**src/rtl/lifo_pop_ctrl.sv**
```systemverilog
// ---------------------------------------------------------------------------
// lifo_pop_ctrl
//   Read-side controller for the 8-entry push/pc LIFO. It issues single-cycle
//   pop strobes to the stack control, captures the top-of-stack word, and
//   offers each popped word on a valid/ready output stream. Single pops come
//   from pop_req. A full drain comes from drain_req. A pop request on an
//   empty stack raises a sticky underflow flag.
//
// Ports
//   clk         in   1    rising-edge clock for all state
//   reset       in   1    synchronous, active-high reset
//   pop_req     in   1    request one pop (looked at only while idle)
//   drain_req   in   1    request a pop of every entry (looked at only while idle)
//   stk_pc      in   PCW  stack occupancy (0 = empty)
//   stk_data    in   DW   current top-of-stack word
//   stk_pop     out  1    one-cycle pop strobe to the stack control
//   out_data    out  DW   popped word
//   out_valid   out  1    out_data valid, held until accepted
//   out_ready   in   1    downstream accepts when out_valid & out_ready
//   busy        out  1    controller is not idle
//   drain_done  out  1    one-cycle pulse when a drain finds the stack empty
//   underflow   out  1    sticky: pop_req seen while the stack was empty
//   popped_cnt  out  PCW  number of accepted words, wraps modulo 2^PCW
// ---------------------------------------------------------------------------
module lifo_pop_ctrl #(
    parameter int DW    = 4,
    parameter int DEPTH = 8,
    parameter int PCW   = 4
) (
    input  logic           clk,
    input  logic           reset,
    input  logic           pop_req,
    input  logic           drain_req,
    input  logic [PCW-1:0] stk_pc,
    input  logic [DW-1:0]  stk_data,
    output logic           stk_pop,
    output logic [DW-1:0]  out_data,
    output logic           out_valid,
    input  logic           out_ready,
    output logic           busy,
    output logic           drain_done,
    output logic           underflow,
    output logic [PCW-1:0] popped_cnt
);

    localparam logic [1:0] ST_IDLE = 2'd0;
    localparam logic [1:0] ST_POP  = 2'd1;
    localparam logic [1:0] ST_HOLD = 2'd2;

    localparam logic [PCW-1:0] MAX_PC = PCW'(DEPTH);

    logic [1:0]     state_q, state_d;
    logic           stk_pop_q, stk_pop_d;
    logic [DW-1:0]  out_data_q, out_data_d;
    logic           out_valid_q, out_valid_d;
    logic           drain_q, drain_d;
    logic           drain_done_q, drain_done_d;
    logic           underflow_q, underflow_d;
    logic [PCW-1:0] popped_cnt_q, popped_cnt_d;
    logic           busy_q, busy_d;

    logic go;
    logic stk_has_data;

    // The pending drain flag keeps a drain running across its IDLE visits.
    // An occupancy above DEPTH cannot happen, so it is treated as empty.
    // This keeps a corrupt count from starting stack reads.
    assign go           = drain_req | drain_q | pop_req;
    assign stk_has_data = (stk_pc != '0) && (stk_pc <= MAX_PC);

    // Next-state logic. In IDLE, the drain branch comes before the single-pop
    // branch. As a result, a pop_req that arrives with drain_req does not
    // cause an extra pop. An empty-stack drain ends the drain and does not
    // set underflow.
    always_comb begin
        state_d      = state_q;
        stk_pop_d    = 1'b0;
        out_data_d   = out_data_q;
        out_valid_d  = out_valid_q;
        drain_d      = drain_q;
        drain_done_d = 1'b0;
        underflow_d  = underflow_q;
        popped_cnt_d = popped_cnt_q;

        case (state_q)
            ST_IDLE: begin
                if (drain_req) begin
                    drain_d = 1'b1;
                end
                if (go && stk_has_data) begin
                    out_data_d  = stk_data;
                    out_valid_d = 1'b1;
                    stk_pop_d   = 1'b1;
                    state_d     = ST_POP;
                end else if (drain_req || drain_q) begin
                    drain_d      = 1'b0;
                    drain_done_d = 1'b1;
                end else if (pop_req) begin
                    underflow_d = 1'b1;
                end
            end
            ST_POP: begin
                if (out_ready) begin
                    out_valid_d  = 1'b0;
                    popped_cnt_d = popped_cnt_q + PCW'(1);
                    state_d      = ST_IDLE;
                end else begin
                    state_d = ST_HOLD;
                end
            end
            ST_HOLD: begin
                if (out_ready) begin
                    out_valid_d  = 1'b0;
                    popped_cnt_d = popped_cnt_q + PCW'(1);
                    state_d      = ST_IDLE;
                end
            end
            default: begin
                state_d = ST_IDLE;
            end
        endcase

        busy_d = (state_d != ST_IDLE);
    end

    // State registers. The synchronous reset drops any word in flight.
    always_ff @(posedge clk) begin
        if (reset) begin
            state_q      <= ST_IDLE;
            stk_pop_q    <= 1'b0;
            out_data_q   <= '0;
            out_valid_q  <= 1'b0;
            drain_q      <= 1'b0;
            drain_done_q <= 1'b0;
            underflow_q  <= 1'b0;
            popped_cnt_q <= '0;
            busy_q       <= 1'b0;
        end else begin
            state_q      <= state_d;
            stk_pop_q    <= stk_pop_d;
            out_data_q   <= out_data_d;
            out_valid_q  <= out_valid_d;
            drain_q      <= drain_d;
            drain_done_q <= drain_done_d;
            underflow_q  <= underflow_d;
            popped_cnt_q <= popped_cnt_d;
            busy_q       <= busy_d;
        end
    end

    assign stk_pop    = stk_pop_q;
    assign out_data   = out_data_q;
    assign out_valid  = out_valid_q;
    assign busy       = busy_q;
    assign drain_done = drain_done_q;
    assign underflow  = underflow_q;
    assign popped_cnt = popped_cnt_q;

endmodule

```
**config.mk**
```make
export PLATFORM = sky130hd
export DESIGN_NAME = lifo_pop_ctrl
export DESIGN_NICKNAME = d
export VERILOG_FILES = /design/src/rtl/lifo_pop_ctrl.sv
export SDC_FILE = /design/constraint.sdc
export NUM_CORES = 1
export LEC_CHECK = 0
export BUFFER_PORTS_ARGS = -buffer_cell sky130_fd_sc_hd__buf_2
export CAP_MARGIN = 25
export CORE_MARGIN = 3
export CORE_UTILIZATION = 25
export CTS_CLUSTER_DIAMETER = 40
export CTS_CLUSTER_SIZE = 16
export DETAILED_ROUTE_END_ITERATION = 16
export GPL_ROUTABILITY_DRIVEN = 0
export HOLD_SLACK_MARGIN = 0.1
export SKIP_CTS_REPAIR_TIMING = 1
export SLEW_MARGIN = 25
export SYNTH_ARGS = -nofsm -noshare
export SYNTH_HDL_FRONTEND = slang
export SYNTH_SLANG_ARGS = --single-unit
```
**constraint.sdc**
```tcl
create_clock -name clk -period 1.5 [get_ports clk]
set_clock_uncertainty 0.1 [all_clocks]
set_input_delay 0.15 -clock clk [delete_from_list [all_inputs] [get_ports clk]]
set_output_delay 0.15 -clock clk [all_outputs]
set_load 0.03 [all_outputs]
```
# Word level (Yosys, flattened, before mapping)
# Cells that the tools add are included.
dict set report word_totals {
  reg_bits 16
  latch_bits 0
  ram_bits 0
  romBits 0
  in_bits 13
  word_cells 46
  memories 0
}
dict set report classes {
  n_addsub 1
  mul 0
  div 0
  order_cmp 1
  eq_ne 4
  shifts 0
  n_mux 12
  n_bitwise 5
  reduce_logical 14
}
# op n
set ops {}
lappend ops {{$mux W1} 7}
lappend ops {{$mux W2} 3}
lappend ops {{$pmux W2 S3} 1}
lappend ops {{$add A4 B1 Y4 const B} 1}
lappend ops {{$le A4 B4 Y1 const B} 1}
lappend ops {{$reduce_and A2 Y1} 2}
lappend ops {{$reduce_and A4 Y1} 1}
lappend ops {{$reduce_bool A2 Y1} 2}
lappend ops {{$reduce_bool A4 Y1} 1}
lappend ops {{$reduce_or A2 Y1} 2}
lappend ops {{$not A1 Y1} 3}
lappend ops {{$reduce_and A3 Y1} 1}
lappend ops {{$reduce_or A3 Y1} 1}
lappend ops {{$eq A2 B1 Y1 const B} 1}
lappend ops {{$eq A2 B2 Y1 const B} 1}
lappend ops {{$logic_and A1 B1 Y1} 2}
lappend ops {{$logic_not A2 Y1} 1}
lappend ops {{$ne A2 B1 Y1 const B} 1}
lappend ops {{$ne A2 B2 Y1 const B} 1}
lappend ops {{$or A1 B1 Y1} 2}
lappend ops {{$pmux W1 S2} 1}
lappend ops {{$logic_or A1 B1 Y1} 1}

# Logic depth before layout (Yosys ltp)
# Gate-level depths: netlist of run 1.
dict set report depth {
  depth_word 6
  depth_mapped 6
  depth_no_buf 6
}

# Worst setup path before layout of run 1
# OpenSTA, ideal clock, no wires.
dict set report synth_path {
  path_kind {reg2reg}
  startpoint {register state_q[0]}
  endpoint {register out_valid_q, in the netlist out_valid}
  setup_time_ns 0.066
  t_arrival_ns 1.323
  t_required_ns 1.334
  slack_ns 0.011
  path_stages_with_launch 7
  period_less_slack_ns 1.489
  path_cell_list {dfxtp_1 > inv_1 > ha_1 > inv_1 > a31oi_4 > or3_1 > a21oi_2}
}
dict set report synth_via {
  elab_chain_len 4
  elab_cells_between_ends 9
  cone_classes {eq/ne: 4; mux: 1; reduce/logical: 4}
}
# item line_no
set synth_rtl {}
lappend synth_rtl {{from (decl)} 52} ;# logic [1:0] state_q, state_d;
lappend synth_rtl {{from (signal assigned)} 139} ;# state_q <= state_d;
lappend synth_rtl {{$eq A2 B2 Y1 / $eq A2 B1 Y1 (equally long branches)} 85} ;# case (state_q)
lappend synth_rtl {{$reduce_or A2 Y1 (no source line)} -}
lappend synth_rtl {{$ne A2 B1 Y1 (no source line) / $reduce_bool A2 Y1 (equally long branches)} -}
lappend synth_rtl {{$reduce_and A3 Y1 (no source line)} -}
lappend synth_rtl {{to (signal assigned)} 142} ;# out_valid_q <= out_valid_d;
lappend synth_rtl {{to (decl)} 55} ;# logic out_valid_q, out_valid_d;
# Several ways; a longest one is shown, not always the timed one.
# A chain may end at the register's enable or synchronous reset.

# Final worst setup path of run 1
dict set report layout_path {
  startpoint {register state_q[1]}
  endpoint {register popped_cnt_q[3], in the netlist popped_cnt[3]}
}
dict set report layout_via {
  elab_chain_len 3
  elab_cells_between_ends 4
  cone_classes {eq/ne: 2; reduce/logical: 2}
}
# item line_no
set layout_rtl {}
lappend layout_rtl {{$eq A2 B2 Y1 / $eq A2 B1 Y1 (equally long branches)} 85}
lappend layout_rtl {{$reduce_or A2 Y1 (no source line) *} -}
lappend layout_rtl {{$reduce_and A2 Y1 (no source line) *} -}
lappend layout_rtl {{to (signal assigned)} 146} ;# popped_cnt_q <= popped_cnt_d;
lappend layout_rtl {{to (decl)} 59} ;# logic [PCW-1:0] popped_cnt_q, popped_cnt_d;
# Every way passes the cells marked *; elsewhere a longest branch is shown, timed or not.

==> report_table.html, run 1 <==
<table>
<tr><th>Metric</th><th>Value</th></tr>
<tr><th colspan="2">Power</th></tr>
<tr><td>Clock group share of total power</td><td>26.3%</td></tr>
<tr><td>Internal power</td><td>between 0.7 and 0.8 mW</td></tr>
<tr><td>Peak ir drop on the vdd network</td><td>between 0.4 and 0.5 mV</td></tr>
<tr><td>Net switching power</td><td>0.335 mW</td></tr>
<tr><td>Overall power of the completed layout</td><td>1.09 mW</td></tr>
<tr><td>Leak Pwr</td><td>0.530 nW</td></tr>
<tr><td>Ratio of total power to cell area</td><td>just under 1000 mW/mm^2</td></tr>
<tr><td>Gate power share</td><td>29.7%</td></tr>
<tr><td>Switching part of the total</td><td>between 30% and 40%</td></tr>
<tr><td>Reg power frac</td><td>between 40% and 50%</td></tr>
<tr><th colspan="2">Worst setup path</th></tr>
<tr><td>Reg2reg setup slack</td><td>0.06 ns</td></tr>
<tr><td>Max FO, Critical Path</td><td>4</td></tr>
<tr><td>Startpoint Class</td><td>flip-flop</td></tr>
<tr><td>Required time of the critical path</td><td>roughly 1.6 ns</td></tr>
<tr><td>Kind of critical path</td><td>flip-flop to flip-flop</td></tr>
<tr><td>Critical Path Sink Type</td><td>flip-flop</td></tr>
<tr><td>Arrival @ worst endpoint</td><td>1.56 ns</td></tr>
<tr><th colspan="2">Logic synthesis</th></tr>
<tr><td>Synthesized area divided by synthesized cell count</td><td>10.1 um^2</td></tr>
<tr><td>Post-synthesis share of cell area spent on xor and xnor gates</td><td>2.38%</td></tr>
<tr><td>Seq/Total Area, Yosys</td><td>43.5%</td></tr>
<tr><td>Yosys Warn Count</td><td>0</td></tr>
<tr><td>Number of storage elements in the synthesis netlist</td><td>16</td></tr>
<tr><td>Main combinational cell family by area after synthesis</td><td>simple AND/OR/NAND/NOR gates</td></tr>
<tr><td>Mux share of post-synthesis cell area</td><td>between 5 and 6%</td></tr>
<tr><td>Cells after Synth</td><td>73</td></tr>
<tr><td>Synthesized-area fraction occupied by and/or/nand/nor cells</td><td>19.0%</td></tr>
<tr><td>Synthesized cell area</td><td>737 um^2</td></tr>
<tr><td>Fraction of the mapped netlist area in adder cells</td><td>8.49%</td></tr>
<tr><td>Post-synthesis net count</td><td>91</td></tr>
<tr><td>Number of distinct library cells after synthesis</td><td>24</td></tr>
<tr><td>Compound-Gate Fraction of Synth Area</td><td>18.7%</td></tr>
<tr><th colspan="2">Routing</th></tr>
<tr><td>Routed wire per std cell</td><td>11.1 um</td></tr>
<tr><td>Detailed-route wire length</td><td>1.67 mm</td></tr>
<tr><td>Drt pass-1 iters</td><td>4</td></tr>
<tr><td>Post-detailed-route count of antenna-violating nets</td><td>0</td></tr>
<tr><td>Number of DRC markers in iteration 0</td><td>20</td></tr>
<tr><td>Via density</td><td>between 4 and 5</td></tr>
<tr><td>Vias</td><td>683</td></tr>
<tr><td>Remaining routing DRC violations</td><td>0</td></tr>
<tr><th colspan="2">Final layout</th></tr>
<tr><td>Count of antenna diodes in the layout</td><td>0</td></tr>
<tr><td>Final design area excluding fillers</td><td>roughly 0.0011 mm^2</td></tr>
<tr><td>Post-layout nets</td><td>138</td></tr>
<tr><td>Core Util, Final</td><td>roughly two fifths</td></tr>
<tr><td>Final std cells w/o fill</td><td>150</td></tr>
<tr><td>Proportion of layout cells with a drive suffix above 1</td><td>45.4%</td></tr>
<tr><td>Leading cell type in the layout, fill and taps excluded</td><td>sky130_fd_sc_hd__buf_2</td></tr>
<tr><td>Area Overhead vs Synth</td><td>50.4%</td></tr>
<tr><td>Most frequent cells in the layout</td><td>25 x sky130_fd_sc_hd__buf_2, 14 x sky130_fd_sc_hd__dfxtp_1, 12 x sky130_fd_sc_hd__buf_4</td></tr>
<tr><th colspan="2">Global routing</th></tr>
<tr><td>Global-route usage over all layers</td><td>approximately 10%</td></tr>
<tr><td>Number of global-route vias before repair</td><td>650</td></tr>
<tr><td>First-pass GRT wire length</td><td>2.78 mm</td></tr>
<tr><td>Final global-route overflow total</td><td>0</td></tr>
<tr><td>Antenna violations before repair</td><td>0</td></tr>
<tr><td>Maximum number of pins on one net before global-route repair</td><td>15</td></tr>
<tr><th colspan="2">Placed design</th></tr>
<tr><td>Post-DP HPWL</td><td>1.26 mm</td></tr>
<tr><td>Count of buffers from port buffering</td><td>25</td></tr>
<tr><td>Post-placement cell area</td><td>980 um^2</td></tr>
<tr><td>Number of instances in the placed design</td><td>139</td></tr>
<tr><th colspan="2">Floorplan</th></tr>
<tr><td>Number of I/O pins</td><td>26</td></tr>
<tr><td>Horiz. Die Dim</td><td>60.3 um</td></tr>
<tr><td>Number of placement rows</td><td>19</td></tr>
<tr><td>Std-Cell Core Area</td><td>0.00278 mm^2</td></tr>
<tr><td>Area of the die</td><td>0.00364 mm^2</td></tr>
<tr><td>Vertical die dimension</td><td>60.3 um</td></tr>
<tr><td>Starting Density</td><td>26.5%</td></tr>
<tr><th colspan="2">Worst hold path</th></tr>
<tr><td>HP Class</td><td>input port to flip-flop</td></tr>
<tr><th colspan="2">CTS</th></tr>
<tr><td>Clock tree buffer depth</td><td>2</td></tr>
<tr><td>Clk_lat worst skew</td><td>0.28 ns</td></tr>
<tr><td>Clock Tree Root</td><td>sky130_fd_sc_hd__clkbuf_4</td></tr>
<tr><td>Clock transition at the registers of the reported paths</td><td>0.10 ns</td></tr>
<tr><td>Number of levels the H-tree was split into</td><td>1</td></tr>
<tr><td># clock sinks</td><td>16</td></tr>
<tr><td>CTS tree</td><td>done</td></tr>
<tr><td>Number of clock buffers inserted by TritonCTS</td><td>3</td></tr>
<tr><th colspan="2">Timing</th></tr>
<tr><td>Final period utilization</td><td>95.8%</td></tr>
<tr><td>Tightest slew margin relative to the limit</td><td>80.8%</td></tr>
<tr><td>Tmin final</td><td>1.44 ns</td></tr>
<tr><td>Pins over their slew limit</td><td>0</td></tr>
<tr><td>Timing-limited maximum frequency</td><td>~700 MHz</td></tr>
<tr><td>Slew of the pin with the lowest slew margin</td><td>0.288 ns</td></tr>
<tr><td>Final hold violation count</td><td>0</td></tr>
<tr><td>Setup-failing EPs final</td><td>0</td></tr>
<tr><td>RSZ-0062 raised after global routing</td><td>no</td></tr>
<tr><th colspan="2">Run status</th></tr>
<tr><td>Result of the run</td><td>completed</td></tr>
<tr><th colspan="2">Run</th></tr>
<tr><td>Reported max-cap violation count</td><td>0</td></tr>
</table>
## worst max-delay path, stage by stage, from the launching register on
cell and delay [ns]:
sky130_fd_sc_hd__dfxtp_4 0.37, sky130_fd_sc_hd__inv_1 0.07, sky130_fd_sc_hd__ha_4 0.27, sky130_fd_sc_hd__nand2_1 0.06
sky130_fd_sc_hd__or3_1 0.37, sky130_fd_sc_hd__a21oi_2 0.14
## power groups by stage
stage | logic, mW | registers (mW) | clock network, mW
detailed placement | 0.301 | 0.490 | 0
finish | 0.323 | 0.480 | 0.286
global route | 0.356 | 0.485 | 0.325
floorplan | 0.133 | 0.546 | 0
global placement | 0.297 | 0.489 | 0
CTS | 0.302 | 0.481 | 0.305
## state kept, by name, indices dropped and copies added (netlist names)
| signal | flops |
|---|---|
| drain_q | 1 |
| out_valid | 1 |
| stk_pop | 1 |
| out_data | 4 |
| underflow | 1 |
| drain_done | 1 |
| popped_cnt | 4 |
| state_q | 2 |
| busy | 1 |
## Yosys cell counts
cell | instances | share of area, %
sky130_fd_sc_hd__mux2i_1 | 4 | 5.4
sky130_fd_sc_hd__nand3_1 | 3 | 2.0
sky130_fd_sc_hd__a21oi_1 | 4 | 2.7
sky130_fd_sc_hd__or3_2 | 1 | 1.0
sky130_fd_sc_hd__a211oi_1 | 1 | 1.0
sky130_fd_sc_hd__nor3_1 | 2 | 1.4
sky130_fd_sc_hd__ha_1 | 5 | 8.5
sky130_fd_sc_hd__a21oi_2 | 2 | 2.4
sky130_fd_sc_hd__nand2_1 | 4 | 2.0
sky130_fd_sc_hd__a31oi_4 | 1 | 2.9
sky130_fd_sc_hd__or2_2 | 1 | 0.85
sky130_fd_sc_hd__a31oi_1 | 3 | 2.5
sky130_fd_sc_hd__o31ai_1 | 1 | 1.0
sky130_fd_sc_hd__o21bai_4 | 1 | 2.5
sky130_fd_sc_hd__clkbuf_1 | 1 | 0.51
sky130_fd_sc_hd__or4_4 | 1 | 1.5
sky130_fd_sc_hd__nand4_4 | 1 | 2.9
sky130_fd_sc_hd__xor2_1 | 2 | 2.4
sky130_fd_sc_hd__o21ai_0 | 1 | 0.68
sky130_fd_sc_hd__inv_1 | 4 | 2.0
sky130_fd_sc_hd__dfxtp_1 | 16 | 43
sky130_fd_sc_hd__or3_1 | 2 | 1.7
sky130_fd_sc_hd__nor2_1 | 11 | 5.6
sky130_fd_sc_hd__o31ai_4 | 1 | 2.9
## metal layers
metal / track usage (%) / wire, um / up-vias
met5: 0 / 0 / -
met4: 7.59 / 27 / 0
met3: 0.648 / 88 / 2
met2: 17.6 / 827 / 22
met1: 11.7 / 729 / 306
li1: - / - / 353
## cell type report
class                      count  area, um^2
fill                         280        1670
multi-input combinational     52         418
sequential                    16         325
timing repair buffer          43         275
tap                           31        38.8
clock buffer                   4        36.3
inverter                       4        15.0
## path summary, 6_finish.rpt
kind | startpoint | cells past startpoint | endpoint
max | state_q[1] | 5 | popped_cnt[3]
min reg2reg | underflow | 2 | underflow
min | reset | 2 | out_data[3]
max reg2reg | state_q[1] | 5 | popped_cnt[3]
## per-stage QoR
stage / TNS, ns / hold slack (ns) / setup WS [ns]
finish: 0 / 0.112 / 0.0636
detailed placement: -0.0536 / 0.288 / -0.0376
global route: 0 / 0.112 / 0.0107
floorplan: 0 / 0.112 / 0.0112
CTS: -0.139 / -0.0221 / -0.0582
global placement: -0.00754 / 0.280 / -0.00754
## kinds of logic after synthesis
logic type	Yosys count
AO/OA/AOI/OAI	15
XOR/XNOR	2
adder cells (fa/ha/maj)	5
buffers and inverters	5
flip-flops	16
multiplexers	4
AND/OR/NAND/NOR	26
Note: power is estimated with default switching activity, not from simulation.
==> inputs of run 2 (changes only) <==
- RECOVER_POWER: default -> 100
==> report_table.html, run 2 (synthesis gave the netlist of run 1 again) <==
<table>
<tr><th>Metric</th><th>Value</th></tr>
<tr><th colspan="2">Final layout</th></tr>
<tr><td>Most frequent cells in the layout</td><td>15 x sky130_fd_sc_hd__clkbuf_1, 14 x sky130_fd_sc_hd__dfxtp_1, 12 x sky130_fd_sc_hd__buf_2</td></tr>
<tr><td>Core Util, Final</td><td>38.7% (-1.1 points)</td></tr>
<tr><td>Area Overhead vs Synth</td><td>46.2%</td></tr>
<tr><td>Leading cell type in the layout, fill and taps excluded</td><td>sky130_fd_sc_hd__clkbuf_1</td></tr>
<tr><td>Post-layout nets</td><td>138 (unchanged)</td></tr>
<tr><td>Count of antenna diodes in the layout</td><td>0 (unchanged)</td></tr>
<tr><td>Proportion of layout cells with a drive suffix above 1</td><td>31.1% (-14 points)</td></tr>
<tr><td>Fill cell count</td><td>283 (+1.1%)</td></tr>
<tr><th colspan="2">Placed design</th></tr>
<tr><td>Count of buffers from port buffering</td><td>25 (unchanged)</td></tr>
<tr><td>Post-DP HPWL</td><td>1.26 mm (unchanged)</td></tr>
<tr><th colspan="2">Global routing</th></tr>
<tr><td>Global-route usage over all layers</td><td>10.2% (unchanged)</td></tr>
<tr><td>Maximum number of pins on one net before global-route repair</td><td>15 (unchanged)</td></tr>
<tr><td>Number of global-route vias before repair</td><td>650 (unchanged)</td></tr>
<tr><td>Final global-route overflow total</td><td>0 (unchanged)</td></tr>
<tr><td>Antenna violations before repair</td><td>0 (unchanged)</td></tr>
<tr><td>First-pass GRT wire length</td><td>2.78 mm (unchanged)</td></tr>
<tr><th colspan="2">Worst setup path</th></tr>
<tr><td>Kind of critical path</td><td>flip-flop to flip-flop</td></tr>
<tr><td>Critical Path Sink Type</td><td>flip-flop</td></tr>
<tr><td>Startpoint Class</td><td>flip-flop</td></tr>
<tr><td>Required time of the critical path</td><td>1.62 ns (about the same)</td></tr>
<tr><td>Max FO, Critical Path</td><td>4 (unchanged)</td></tr>
<tr><td>Arrival @ worst endpoint</td><td>1.54 ns (-0.02 ns)</td></tr>
<tr><th colspan="2">Floorplan</th></tr>
<tr><td>Starting Density</td><td>26.5% (unchanged)</td></tr>
<tr><td>Std-Cell Core Area</td><td>0.00278 mm^2 (unchanged)</td></tr>
<tr><td>Number of I/O pins</td><td>26 (unchanged)</td></tr>
<tr><td>Horiz. Die Dim</td><td>60.3 um (unchanged)</td></tr>
<tr><td>Number of placement rows</td><td>19 (unchanged)</td></tr>
<tr><td>Vertical die dimension</td><td>60.3 um (unchanged)</td></tr>
<tr><td>Area of the die</td><td>0.00364 mm^2 (unchanged)</td></tr>
<tr><th colspan="2">Timing</th></tr>
<tr><td>Hold Worst Slack</td><td>0.0994 ns (-0.0126 ns)</td></tr>
<tr><td>Pins over their slew limit</td><td>0 (unchanged)</td></tr>
<tr><td>Final sum of negative setup slack</td><td>0 ns (unchanged)</td></tr>
<tr><td>Final hold violation count</td><td>0 (unchanged)</td></tr>
<tr><td>Tmin final</td><td>1.42 ns (-0.0149 ns)</td></tr>
<tr><td>Setup-failing EPs final</td><td>0 (unchanged)</td></tr>
<tr><td>RSZ-0062 raised after global routing</td><td>no</td></tr>
<tr><td>Slew of the pin with the lowest slew margin</td><td>0.374 ns (+0.0859 ns)</td></tr>
<tr><td>Tightest slew margin relative to the limit</td><td>75.2% (-5.6 points)</td></tr>
<tr><td>Timing-limited maximum frequency</td><td>703 MHz (+1.1%)</td></tr>
<tr><td>Final period utilization</td><td>94.8% (-1.0 points)</td></tr>
<tr><th colspan="2">Routing</th></tr>
<tr><td>Routed wire per std cell</td><td>11.1 um (-0.36%)</td></tr>
<tr><td>Number of DRC markers in iteration 0</td><td>15 (-25%)</td></tr>
<tr><td>Post-detailed-route count of antenna-violating nets</td><td>0 (unchanged)</td></tr>
<tr><td>Remaining routing DRC violations</td><td>0 (unchanged)</td></tr>
<tr><td>Detailed-route wire length</td><td>1.67 mm (-0.36%)</td></tr>
<tr><td>Via density</td><td>4.56 (+0.15%)</td></tr>
<tr><td>Drt pass-1 iters</td><td>4 (unchanged)</td></tr>
<tr><td>Vias</td><td>684 (+0.15%)</td></tr>
<tr><th colspan="2">CTS</th></tr>
<tr><td># clock sinks</td><td>16 (unchanged)</td></tr>
<tr><td>Number of clock buffers inserted by TritonCTS</td><td>3 (unchanged)</td></tr>
<tr><td>Clock Tree Root</td><td>sky130_fd_sc_hd__clkbuf_4</td></tr>
<tr><td>Clock tree buffer depth</td><td>2 (unchanged)</td></tr>
<tr><td>Clk_lat worst skew</td><td>0.28 ns (about the same)</td></tr>
<tr><td>Clock transition at the registers of the reported paths</td><td>0.10 ns (about the same)</td></tr>
<tr><td>Number of levels the H-tree was split into</td><td>1 (unchanged)</td></tr>
<tr><td>CTS tree</td><td>done</td></tr>
<tr><th colspan="2">Power</th></tr>
<tr><td>Ratio of total power to cell area</td><td>997 mW/mm^2 (+1.4%)</td></tr>
<tr><td>Gate power share</td><td>28.7% (-1.0 points)</td></tr>
<tr><td>Reg power frac</td><td>44.8% (+0.8 points)</td></tr>
<tr><td>Clock group share of total power</td><td>26.5% (+0.2 points)</td></tr>
<tr><td>Internal power</td><td>0.741 mW (-1.7%)</td></tr>
<tr><td>Peak ir drop on the vdd network</td><td>0.459 mV (-0.22%)</td></tr>
<tr><td>Leak Pwr</td><td>0.470 nW (-11%)</td></tr>
<tr><td>Net switching power</td><td>0.332 mW (-0.88%)</td></tr>
<tr><td>Switching part of the total</td><td>30.9% (+0.18 points)</td></tr>
<tr><th colspan="2">Run status</th></tr>
<tr><td>Result of the run</td><td>completed</td></tr>
<tr><th colspan="2">Run</th></tr>
<tr><td>Reported max-cap violation count</td><td>0 (unchanged)</td></tr>
<tr><th colspan="2">Worst hold path</th></tr>
<tr><td>HP Class</td><td>input port to flip-flop</td></tr>
</table>
==> run 2: cell types whose count changed in the layout (fill, tap and decap cells not counted) <==
cell | previous run | this run
sky130_fd_sc_hd__clkbuf_1 | 0 | 15
sky130_fd_sc_hd__buf_2 | 25 | 12
sky130_fd_sc_hd__buf_4 | 12 | 9
sky130_fd_sc_hd__a21oi_1 | 3 | 5
sky130_fd_sc_hd__a21oi_2 | 3 | 1
sky130_fd_sc_hd__clkbuf_4 | 3 | 4
==> run 2: path summary, 6_finish.rpt <==
check,to,start,depth (start not counted),slack [ns]
max,popped_cnt[3],state_q[1],5,0.08
min,popped_cnt[2],reset,2,0.1
max reg2reg,popped_cnt[3],state_q[1],5,0.08
min reg2reg,underflow,underflow,2,0.39
==> run 2: area by class of cell <==
type | instances | area [um^2] | share of cell area (%)
clock buffer | 4 | 36.3 | 3.37
timing repair buffer | 43 | 251 | 23.3
sequential | 16 | 325 | 30.2
inverter | 4 | 15.0 | 1.39
tap | 31 | 38.8 | 3.60
multi-input combinational | 52 | 410 | 38.1
==> run 2: critical path, stage by stage, from the launching register on <==
cell and delay, ns:
sky130_fd_sc_hd__dfxtp_4 0.37, sky130_fd_sc_hd__inv_1 0.07, sky130_fd_sc_hd__ha_4 0.27, sky130_fd_sc_hd__nand2_1 0.06, sky130_fd_sc_hd__or3_1 0.34, sky130_fd_sc_hd__a21oi_1 0.14
==> run 2: power groups by stage <==
stage               Combinational, mW  Clock (mW)  Sequential, mW
floorplan                       0.133           0           0.546
global placement                0.297           0           0.489
detailed placement              0.301           0           0.490
CTS                             0.302       0.305           0.481
global route                    0.340       0.325           0.486
finish                          0.308       0.285           0.481
==> run 2: metrics by stage <==
step | total power, mW | cell area (um^2) | instances | setup WS, ns
final | 1.07 | 1080 | 150 | 0.0785
after global routing | 1.15 | 1080 | 150 | 0.00897
after CTS | 1.09 | 1020 | 143 | -0.0582
after detailed placement | 0.791 | 980 | 139 | -0.0376
after global placement | 0.786 | 980 | 139 | -0.00754
after floorplan | 0.679 | 737 | 73 | 0.0112
==> run 2: layer usage <==
| layer | share of wire (%) | GRT usage [%] |
|---|---|---|
| met2 | 50 | 17.6 |
| met5 | 0 | 0 |
| met1 | 43 | 11.7 |
| met3 | 5.2 | 0.648 |
| met4 | 1.6 | 7.59 |
==> inputs of run 3 (changes only) <==
- BUFFER_PORTS_ARGS: -buffer_cell sky130_fd_sc_hd__buf_2 -> -buffer_cell sky130_fd_sc_hd__buf_4
==> report_table.html, run 3 (synthesis gave the netlist of run 1 again) <==
<table>
<tr><th>Metric</th><th>Value</th></tr>
<tr><th colspan="2">CTS</th></tr>
<tr><td>Clock tree buffer depth</td><td>2 (unchanged)</td></tr>
<tr><td>Number of levels the H-tree was split into</td><td>1 (unchanged)</td></tr>
<tr><td>Number of clock buffers inserted by TritonCTS</td><td>3 (unchanged)</td></tr>
<tr><td>CTS tree</td><td>done</td></tr>
<tr><td>Clk_lat worst skew</td><td>0.28 ns (about the same)</td></tr>
<tr><td>Clock Tree Root</td><td>sky130_fd_sc_hd__clkbuf_4</td></tr>
<tr><td>Clock transition at the registers of the reported paths</td><td>0.09 ns (about the same)</td></tr>
<tr><td># clock sinks</td><td>16 (unchanged)</td></tr>
<tr><th colspan="2">Power</th></tr>
<tr><td>Switching part of the total</td><td>30.9% (about the same)</td></tr>
<tr><td>Net switching power</td><td>0.336 mW (+1.1%)</td></tr>
<tr><td>Gate power share</td><td>29.3% (+0.6 points)</td></tr>
<tr><td>Leak Pwr</td><td>0.469 nW (-0.12%)</td></tr>
<tr><td>Peak ir drop on the vdd network</td><td>0.444 mV (-3.1%)</td></tr>
<tr><td>Overall power of the completed layout</td><td>1.09 mW (+1.1%)</td></tr>
<tr><td>Ratio of total power to cell area</td><td>994 mW/mm^2 (-0.26%)</td></tr>
<tr><td>Clock group share of total power</td><td>26.3% (-0.2 points)</td></tr>
<tr><td>Internal power</td><td>0.750 mW (+1.1%)</td></tr>
<tr><td>Reg power frac</td><td>44.4% (-0.4 points)</td></tr>
<tr><th colspan="2">Floorplan</th></tr>
<tr><td>Number of placement rows</td><td>19 (unchanged)</td></tr>
<tr><td>Starting Density</td><td>26.5% (unchanged)</td></tr>
<tr><td>Std-Cell Core Area</td><td>0.00278 mm^2 (unchanged)</td></tr>
<tr><td>Number of I/O pins</td><td>26 (unchanged)</td></tr>
<tr><td>Vertical die dimension</td><td>60.3 um (unchanged)</td></tr>
<tr><td>Horiz. Die Dim</td><td>60.3 um (unchanged)</td></tr>
<tr><td>Area of the die</td><td>0.00364 mm^2 (unchanged)</td></tr>
<tr><th colspan="2">Worst setup path</th></tr>
<tr><td>Largest stage delay, worst path</td><td>0.54 ns (+0.17 ns)</td></tr>
<tr><td>RR Endpoint</td><td>busy</td></tr>
<tr><td>Critical Path Sink Type</td><td>flip-flop</td></tr>
<tr><td>Cell with the biggest individual delay on the critical path</td><td>sky130_fd_sc_hd__dlygate4sd3_1</td></tr>
<tr><td>Max FO, Critical Path</td><td>14 (+10)</td></tr>
<tr><td>Chain of cells forming the critical path</td><td>dlygate4sd3_1 &gt; buf_4 &gt; or2_2 &gt; nor3_1 &gt; o21bai_4</td></tr>
<tr><td>Kind of critical path</td><td>input port to flip-flop</td></tr>
<tr><td>Required time of the critical path</td><td>1.62 ns (about the same)</td></tr>
<tr><td>Arrival @ worst endpoint</td><td>1.59 ns (+0.05 ns)</td></tr>
<tr><td>Reg2reg setup slack</td><td>0.07 ns (about the same)</td></tr>
<tr><td>Startpoint Class</td><td>input port</td></tr>
<tr><td>Family with the most delay on the worst path</td><td>buffers and inverters</td></tr>
<tr><td>Startpoint of the lowest-slack register-to-register path</td><td>state_q[0]</td></tr>
<tr><td>Number of cells on the worst reg-to-reg path</td><td>4 (-1)</td></tr>
<tr><td>Buffers plus inverters on the worst setup path</td><td>2 (+1)</td></tr>
<tr><th colspan="2">Timing</th></tr>
<tr><td>Tightest slew margin relative to the limit</td><td>75.1% (-0.12 points)</td></tr>
<tr><td>RSZ-0062 raised after global routing</td><td>no</td></tr>
<tr><td>Final hold violation count</td><td>0 (unchanged)</td></tr>
<tr><td>Pins over their slew limit</td><td>0 (unchanged)</td></tr>
<tr><td>Slew of the pin with the lowest slew margin</td><td>0.376 ns (+0.00184 ns)</td></tr>
<tr><td>Timing-limited maximum frequency</td><td>682 MHz (-3.0%)</td></tr>
<tr><td>Final critical-path setup slack</td><td>0.0340 ns (-0.0445 ns)</td></tr>
<tr><td>Tmin final</td><td>1.47 ns (+0.0445 ns)</td></tr>
<tr><td>Setup-failing EPs final</td><td>0 (unchanged)</td></tr>
<tr><td>Final period utilization</td><td>97.7% (+3.0 points)</td></tr>
<tr><th colspan="2">Placed design</th></tr>
<tr><td>Post-place setup slack</td><td>-0.0345 ns (+0.00312 ns)</td></tr>
<tr><td>Count of buffers from port buffering</td><td>25 (unchanged)</td></tr>
<tr><td>Post-DP HPWL</td><td>1.31 mm (+4.5%)</td></tr>
<tr><th colspan="2">Final layout</th></tr>
<tr><td>Area Overhead vs Synth</td><td>48.2%</td></tr>
<tr><td>Most frequent cells in the layout</td><td>19 x sky130_fd_sc_hd__buf_4, 14 x sky130_fd_sc_hd__dfxtp_1, 14 x sky130_fd_sc_hd__clkbuf_1</td></tr>
<tr><td>Leading cell type in the layout, fill and taps excluded</td><td>sky130_fd_sc_hd__buf_4</td></tr>
<tr><td>Fill cell count</td><td>292 (+3.2%)</td></tr>
<tr><td>Proportion of layout cells with a drive suffix above 1</td><td>31.0% (-0.058 points)</td></tr>
<tr><td>Post-layout nets</td><td>135 (-2.2%)</td></tr>
<tr><td>Count of antenna diodes in the layout</td><td>0 (unchanged)</td></tr>
<tr><th colspan="2">Global routing</th></tr>
<tr><td>First-pass GRT wire length</td><td>2.91 mm (+4.7%)</td></tr>
<tr><td>Number of global-route vias before repair</td><td>691 (+6.3%)</td></tr>
<tr><td>Antenna violations before repair</td><td>0 (unchanged)</td></tr>
<tr><td>Global-route usage over all layers</td><td>10.9% (+0.63 points)</td></tr>
<tr><td>Final global-route overflow total</td><td>0 (unchanged)</td></tr>
<tr><td>Maximum number of pins on one net before global-route repair</td><td>15 (unchanged)</td></tr>
<tr><th colspan="2">Routing</th></tr>
<tr><td>Top metal layer carrying routed signals</td><td>met4</td></tr>
<tr><td>Met2 WL post-DR</td><td>888 um (+7.0%)</td></tr>
<tr><td>Number of DRC markers in iteration 0</td><td>5 (-10)</td></tr>
<tr><td>Post-detailed-route count of antenna-violating nets</td><td>0 (unchanged)</td></tr>
<tr><td>Drt pass-1 iters</td><td>2 (-2)</td></tr>
<tr><td>Wire length on met1</td><td>769 um (+7.0%)</td></tr>
<tr><td>Remaining routing DRC violations</td><td>0 (unchanged)</td></tr>
<tr><td>Vias</td><td>671 (-1.9%)</td></tr>
<tr><td>Via density</td><td>4.56 (+0.10%)</td></tr>
<tr><td>Detailed-route wire length</td><td>1.76 mm (+5.8%)</td></tr>
<tr><td>Detailed-routed wire length on met3</td><td>75 um (-14%)</td></tr>
<tr><td>Routed wire per std cell</td><td>12.0 um (+7.9%)</td></tr>
<tr><th colspan="2">Run</th></tr>
<tr><td>Reported max-cap violation count</td><td>0 (unchanged)</td></tr>
<tr><th colspan="2">Worst hold path</th></tr>
<tr><td>Hold worst-path end</td><td>drain_done</td></tr>
<tr><td>Hold wc startpoint</td><td>drain_req</td></tr>
<tr><td>HP Class</td><td>input port to flip-flop</td></tr>
<tr><td>Worst Hold Depth</td><td>3 (+1)</td></tr>
<tr><th colspan="2">Run status</th></tr>
<tr><td>Result of the run</td><td>completed</td></tr>
</table>
[run 3: how the worst max path moves through the flow]
stage	from	end	slack (ns)	cells past startpoint
after floorplan	state_q[0]	out_valid	0.01	6
after global placement	drain_q	out_valid	-0.02	4
after detailed placement	drain_q	out_valid	-0.03	4
after CTS	drain_q	out_valid	-0.05	4
after global routing	state_q[0]	popped_cnt[3]	0.002	5
final	reset	busy	0.03	5
[run 3: power groups by stage]
stage                     clock network [mW]  registers (mW)  logic (mW)
final                                  0.286           0.482       0.319
after global placement                     0           0.490       0.315
after global routing                   0.334           0.489       0.348
after floorplan                            0           0.546       0.133
after CTS                              0.303           0.482       0.323
after detailed placement                   0           0.491       0.321
[run 3: tightest hold or removal path, stage by stage]
cell	delay (ns)
sky130_fd_sc_hd__buf_4	0.10
sky130_fd_sc_hd__nor2_1	0.05
sky130_fd_sc_hd__nor3_1	0.12
[run 3: layout make-up]
| type | count | area (um^2) | share of cell area (%) |
|---|---|---|---|
| multi-input combinational | 52 | 414 | 37.9 |
| sequential | 16 | 323 | 29.6 |
| timing repair buffer | 40 | 265 | 24.3 |
| tap | 31 | 38.8 | 3.55 |
| clock buffer | 4 | 36.3 | 3.32 |
| inverter | 4 | 15.0 | 1.37 |
[run 3: per-stage QoR]
stage	hold slack, ns	utilization [%]	area, um^2	instances	TNS, ns
after floorplan	0.112	-	737	73	0
after global placement	0.281	36.7	1020	136	-0.0223
after detailed placement	0.297	36.7	1020	136	-0.103
after CTS	-0.0196	38.0	1060	140	-0.135
after global routing	0.114	39.3	1090	147	0
final	0.0834	39.3	1090	147	0
[run 3: routing by layer]
metal / GRT usage [%] / up-vias
met4: 8.23 / 0
met2: 18.5 / 15
met1: 12.4 / 314
met3: 0.864 / 2
met5: 0 / -
li1: - / 340
